===== config.mk =====
export PLATFORM = sky130hd
export DESIGN_NAME = divider
export DESIGN_NICKNAME = d
export VERILOG_FILES = /design/src/rtl/divider.sv
export SDC_FILE = /design/constraint.sdc
export NUM_CORES = 1
export LEC_CHECK = 0
export BUFFER_PORTS_ARGS = -buffer_cell sky130_fd_sc_hd__buf_2
export CORE_MARGIN = 3
export CORE_UTILIZATION = 55
export DETAILED_ROUTE_END_ITERATION = 6
export PLACE_DENSITY = 0.76
export SKIP_LAST_GASP = 1
export SLEW_MARGIN = 20
export SYNTH_ARGS = -nofsm -noshare
export SYNTH_HDL_FRONTEND = slang
export SYNTH_SLANG_ARGS = --single-unit

===== constraint.sdc =====
create_clock -name clk -period 4.3 [get_ports clk]
set_clock_uncertainty 0.2 [all_clocks]
set_input_delay 1.075 -clock clk [delete_from_list [all_inputs] [get_ports clk]]
set_output_delay 1.075 -clock clk [all_outputs]
set_load 0.02 [all_outputs]

===== src/rtl/divider.sv =====
// Sequential 32-bit signed divider: restoring radix-2, one quotient bit per clock, start/done handshake.
// Optional macro DIVIDER_DIV0_FAST_EN makes divide-by-zero finish one clock after start.
module divider (
  input  logic        clk,
  input  logic        rst,
  input  logic        start,
  input  logic [31:0] a,
  input  logic [31:0] b,
  output logic        busy,
  output logic        done,
  output logic [31:0] q,
  output logic [31:0] r,
  output logic        div0
);

  typedef enum logic [1:0] {IDLE, CALC, FIX} state_t;

  state_t      state;
  logic [31:0] quo;      // dividend magnitude, shifted out as quotient bits shift in
  logic [31:0] dvs;
  logic [31:0] raw_a;
  logic [32:0] rem;
  logic [4:0]  cnt;
  logic        sq;
  logic        sr;
  logic        bz;

  logic [31:0] abs_a;
  logic [31:0] abs_b;
  logic [32:0] rem_sh;
  logic [32:0] trial;

  // The magnitude of 0x80000000 wraps back to 0x80000000, which is exact as unsigned.
  assign abs_a = a[31] ? -a : a;
  assign abs_b = b[31] ? -b : b;

  always_comb begin
    rem_sh = {rem[31:0], quo[31]};
    trial  = rem_sh - {1'b0, dvs};
  end

  // NOTE: all state here is assigned with <= so every register samples pre-edge values.
  always_ff @(posedge clk) begin
    if (rst) begin
      state <= IDLE;
      busy  <= 1'b0;
      done  <= 1'b0;
      q     <= '0;
      r     <= '0;
      div0  <= 1'b0;
      quo   <= '0;
      dvs   <= '0;
      raw_a <= '0;
      rem   <= '0;
      cnt   <= '0;
      sq    <= 1'b0;
      sr    <= 1'b0;
      bz    <= 1'b0;
    end else begin
      done <= 1'b0;
      case (state)
        IDLE: begin
          if (start) begin
            quo   <= abs_a;
            dvs   <= abs_b;
            raw_a <= a;
            sq    <= a[31] ^ b[31];
            sr    <= a[31];
            bz    <= (b == 32'd0);
            rem   <= '0;
            cnt   <= 5'd31;
            busy  <= 1'b1;
`ifdef DIVIDER_DIV0_FAST_EN
            state <= (b == 32'd0) ? FIX : CALC;
`else
            state <= CALC;
`endif
          end
        end
        CALC: begin
          // A negative trial (MSB set) means the divisor did not fit: restore.
          quo <= {quo[30:0], ~trial[32]};
          rem <= trial[32] ? rem_sh : trial;
          cnt <= cnt - 5'd1;
          if (cnt == 5'd0) state <= FIX;
        end
        FIX: begin
          if (bz) begin
            q    <= 32'hFFFF_FFFF;
            r    <= raw_a;
            div0 <= 1'b1;
          end else begin
            q    <= sq ? -quo : quo;
            r    <= sr ? -rem[31:0] : rem[31:0];
            div0 <= 1'b0;
          end
          done  <= 1'b1;
          busy  <= 1'b0;
          state <= IDLE;
        end
        default: state <= IDLE;
      endcase
    end
  end

endmodule


# Word level (Yosys, flattened, before mapping)

Index checks and enable logic that the tools add are counted.

Register bits: 205
Bits of input ports: 67
Output and inout port bits: 67

Add/subtract/negate cells: 6
Equal/unequal tests: 4
Mux-type cells: 20
Bitwise gates (word level): 2
Reduce and logical (&&, ||, !) cells: 9

Operator list:

| operator                                            | count |
|---|---|
| 2-to-1 mux 32 bit                                   | 9 |
| negator 32 bit                                      | 4 |
| case mux 32 bit (2 select lines)                    | 2 |
| subtractor 33 x 32 -> 33 bit                        | 1 |
| zero test 32 bit                                    | 1 |
| case mux 5 bit (2 select lines)                     | 1 |
| AND reduction 2 bit                                 | 4 |
| zero test 5 bit                                     | 1 |
| 2-to-1 mux 5 bit                                    | 1 |
| subtractor 5 x 1 -> 5 bit, second input constant    | 1 |
| 2-to-1 mux 2 bit                                    | 2 |
| != test 2 bit, second input constant                | 2 |
| case mux 2 bit (2 select lines)                     | 1 |
| nonzero test 2 bit                                  | 2 |
| 2-to-1 mux 1 bit                                    | 3 |
| equality test 2 x 1 -> 1 bit, second input constant | 1 |
| equality test 2 bit, second input constant          | 1 |
| zero test 2 bit                                     | 1 |
| case mux 1 bit (2 select lines)                     | 1 |
| NOT 1 bit                                           | 1 |
| XOR 1 bit                                           | 1 |

# Depth between registers and ports, before layout

Word-level depth: 4
Gate-level depth with buffers: 13
Mapped depth without buffers: 12

# Least setup slack after synthesis

No wires, ideal clock.

Path kind: input to register
Start point: input port b[12]
End point: register dvs[27]
Library setup time: 0.086 ns
Arrival time: 3.832 ns
Required time: 4.014 ns
Path slack: 0.183 ns
Stages: 8
Cells stage by stage: or4_4 -> or3_4 -> or4_1 -> or4_4 -> or4_4 -> o41ai_2 -> xor2_1 -> a211oi_1

Word-level cells in the longest chain between the ends: 2

RTL lines:

| element                | RTL line | source |
|---|---|---|
| start: declaration     | 8        | `input logic [31:0] b,` |
| negator 32 bit         | 35       | `assign abs_b = b[31] ? -b : b;` |
| 2-to-1 mux 32 bit      | 35       |  |
| end signal: assignment | 65       | `dvs <= abs_b;` |
| end: declaration       | 20       | `logic [31:0] dvs;` |

Every way passes these cells.
A chain may end at the register's enable or synchronous reset.

# Worst setup path in the final report

Ends and elaborated chain as after synthesis.

==> summary.md <==
| Metric | Value |
|---|---|
| Drt pass-1 iters | 7 |
| Met1 Use GR | 0.354 |
| Synth Net Count | 1630 |
| Fin util | 0.646 |
| Post-Route WL | between 30000 and 40000 um |
| Placer Congestion | ~0.90 |
| CTS tree | built |
| Initial antenna violation count | 7 |
| Post-CTS Resized | 0 |
| Die X | 153 um |
| Clock Sinks | 204 |
| Grt ovf | 0 |
| Synthesized area per cell | roughly 8 sq um |
| Max-slew headroom at the worst pin | 0.330 |
| Root Buffer | clkbuf_16 |
| Synthesized flop and latch total | 204 |
| Port-buffer cells | 133 |
| Status | finished with violations |
| H-tree Lvls | 1 |
| Net Switching | 0.00189 W |
| Hold Crit Class | reg2reg |
| Yosys cell types | 63 |
| Clock share of power | 0.365 |
| GR Util met2 | 0.419 |
| Cells after DPL | 1853 |
| Combinational power share | 0.270 |
| Pint | 0.00398 W |
| FILL cells | roughly 1900 |
| Fin crit share | 0.891 |
| GR peak layer | met2 |
| Cell Area, Placed | 12800 sq um |
| Max Clock Freq | about 260 MHz |
| TNS Setup | 0 ps |
| DRT iter0 DRCs | just over 1000 |
| ANT nets after route | 0 |
| Die height | 153 um |
| Unrepaired setup endpoints after global routing | false |
| Total core area | 21100 sq um |
| Post-Syn Area | 11900 sq um |
| Die area | about 23000 sq um |
| Dpl hpwl | 23000 um |
| Total GRT Usage | 0.260 |
| Peak VDD IR | 217 uV |
| CP max FO | 4 |
| CP arrival | 4060 ps |
| Drt via density | 5.94 |
| Nets | approximately 1700 |
| Final hold violations | 0 |
| CP required | 4530 ps |
| Ys async rst share | 0 |
| Pin count of the biggest net entering global routing | 171 |
| Starting Density | 0.563 |
| Layout Cells excl Fill | 1902 |
| Sequential area share after synthesis | 0.344 |
| Kind of critical path | in2reg |
| Post-CTS setup buffers | 0 |
| Syn Inst Count | roughly 1500 |
| First-pass GRT wire length | 51700 um |
| Static leakage | ~5.4 nW |
| Number of synthesized flops with an enable pin | 0 |
| Failing checks | DRC |
| Fraction of layout cells with a size suffix above 1 | 0.137 |
| Routed len/inst | 16.9 um |
| Ys flop type | dfxtp_1 |
| Ports | 134 |
| Via count | 11300 |
| Setup violators final | 0 |
| Vias in the first global route | 10200 |
| Number of max-cap violations | 0 |
| Reg clk slew, reported paths | 60 ps |
| Clk_lat worst skew | 530 ps |
| CTS buffer count | 24 |
| CTS max path bufs | 3 |
| DRC violation count after routing | 33 |
| Design Area, Final | 13600 sq um |
| Slew Limit Fails | 0 |
| Worst Max-Slew Pin Slew | between 1000 and 1500 ps |
| Worst setup SP type | primary input |
| Cts hold-fix bufs | 0 |
| Critical path capture point type | flip-flop |
| Net Sw Frac | 0.322 |
| Number of cell rows | 53 |
| Period minus WS final | 3830 ps |
| GR Layer Usage met3 | 0.0439 |
| Layout overhead on the synthesized area | 14.8% |
| PD cells | 430 nW/um^2 |
| Flop pwr share | 0.365 |
| Synth warn | 0 |
==> routing by layer <==
metal | wire length (um) | vias to the layer above
met5 | 26 | -
met4 | 1040 | 4
met3 | 2170 | 81
met2 | 14700 | 408
met1 | 14200 | 5228
li1 | - | 5574
==> area by class of cell <==
class                           instances  area, sq um  area share
Antenna cell                            5         12.5    0.000918
Clock buffer                           32          691      0.0507
Clock inverter                         12          159      0.0117
Inverter                               53          199      0.0146
Multi-Input combinational cell       1164         7230       0.530
Sequential cell                       204         4090       0.300
Tap cell                              275          344      0.0252
Timing Repair Buffer                  157          911      0.0668
==> power groups by stage <==
stage	Combinational [W]	Clock, W	Sequential (W)
floorplan	0.00118	0	0.00214
global placement	0.00154	0	0.00217
detailed placement	0.00156	0	0.00218
CTS	0.00157	0.00217	0.00214
global route	0.00175	0.00222	0.00216
finish	0.00158	0.00214	0.00214
==> worst paths after layout <==
| path | start | end | slack [ps] | cells after the start |
|---|---|---|---|---|
| min reg2reg | r[17]$_SDFFE_PP0P_ | r[17]$_SDFFE_PP0P_ | 250 | 2 |
| max reg2reg | rem[2]$_SDFFE_PP0P_ | r[30]$_SDFFE_PP0P_ | 640 | 9 |
| min | r[17]$_SDFFE_PP0P_ | r[17]$_SDFFE_PP0P_ | 250 | 2 |
| max | b[12] | dvs[27]$_SDFFE_PP0P_ | 470 | 9 |
==> cells by family (layout without fill, tap and decap cells) <==
| logic type | count (synthesis) | in the layout | share of synthesized area |
|---|---|---|---|
| multiplexers | 32 | 32 | 0.0270 |
| adder cells (fa/ha/maj) | 39 | 39 | 0.0418 |
| AND/OR/NAND/NOR | 532 | 532 | 0.202 |
| other | 0 | 5 | 0 |
| AO/OA/AOI/OAI | 420 | 420 | 0.231 |
| flip-flops | 204 | 204 | 0.344 |
| XOR/XNOR | 141 | 141 | 0.104 |
| buffers and inverters | 156 | 254 | 0.0497 |
==> Yosys cell counts (all sizes together), types with 8 or more instances <==
cell type | count | share of area
xnor2 | 60 | 0.044
or3 | 16 | 0.0089
a211oi | 66 | 0.042
xor2 | 81 | 0.060
o41ai | 12 | 0.0095
o31ai | 39 | 0.025
a21o | 17 | 0.011
clkbuf | 95 | 0.030
or4 | 15 | 0.011
ha | 38 | 0.040
nor4 | 10 | 0.0058
nor3 | 30 | 0.013
nand3 | 13 | 0.0055
a222oi | 31 | 0.026
inv | 53 | 0.017
nand2 | 252 | 0.080
a21oi | 96 | 0.040
dfxtp | 204 | 0.34
nor2 | 132 | 0.042
mux2i | 32 | 0.027
nand2b | 23 | 0.012
o21ai | 115 | 0.049
nor2b | 9 | 0.0047
buf | 8 | 0.0028
==> stage by stage <==
| step | hold WS [ps] | power (W) | setup WS (ps) |
|---|---|---|---|
| 2_1_floorplan | 231 | 0.00333 | 183 |
| 3_3_place_gp | 240 | 0.00371 | -3.00 |
| 3_5_place_dp | 247 | 0.00374 | -59.2 |
| 4_1_cts | 255 | 0.00588 | 468 |
| 5_1_grt | 273 | 0.00614 | 344 |
| 6_report | 253 | 0.00587 | 468 |
==> registers in the layout (all words and copies together) (netlist names) <==
| name | cells |
|---|---|
| bz | 1 |
| sq | 1 |
| raw_a | 32 |
| state | 2 |
| done | 1 |
| dvs | 32 |
| quo | 32 |
| rem | 32 |
| q | 32 |
| cnt | 5 |
| div0 | 1 |
| r | 32 |
| busy | 1 |
==> cell usage in the layout, fill, tap and decap left out, types with 53 or more instances in the layout <==
cell type	count
nor2_1	131
a21oi_1	96
a211oi_1	66
buf_2	132
xnor2_1	60
inv_1	53
dfxtp_1	203
o21ai_0	113
nand2_1	252
xor2_1	80
==> worst max-delay path: stages <==
cell and delay [ps]:
buf_2 110, or4_4 530, or3_4 350, or4_1 500, or4_4 440, or4_4 470, o41ai_2 240, xor2_1 110
a211oi_1 230
No activity file was read; power rests on OpenSTA's default activity.
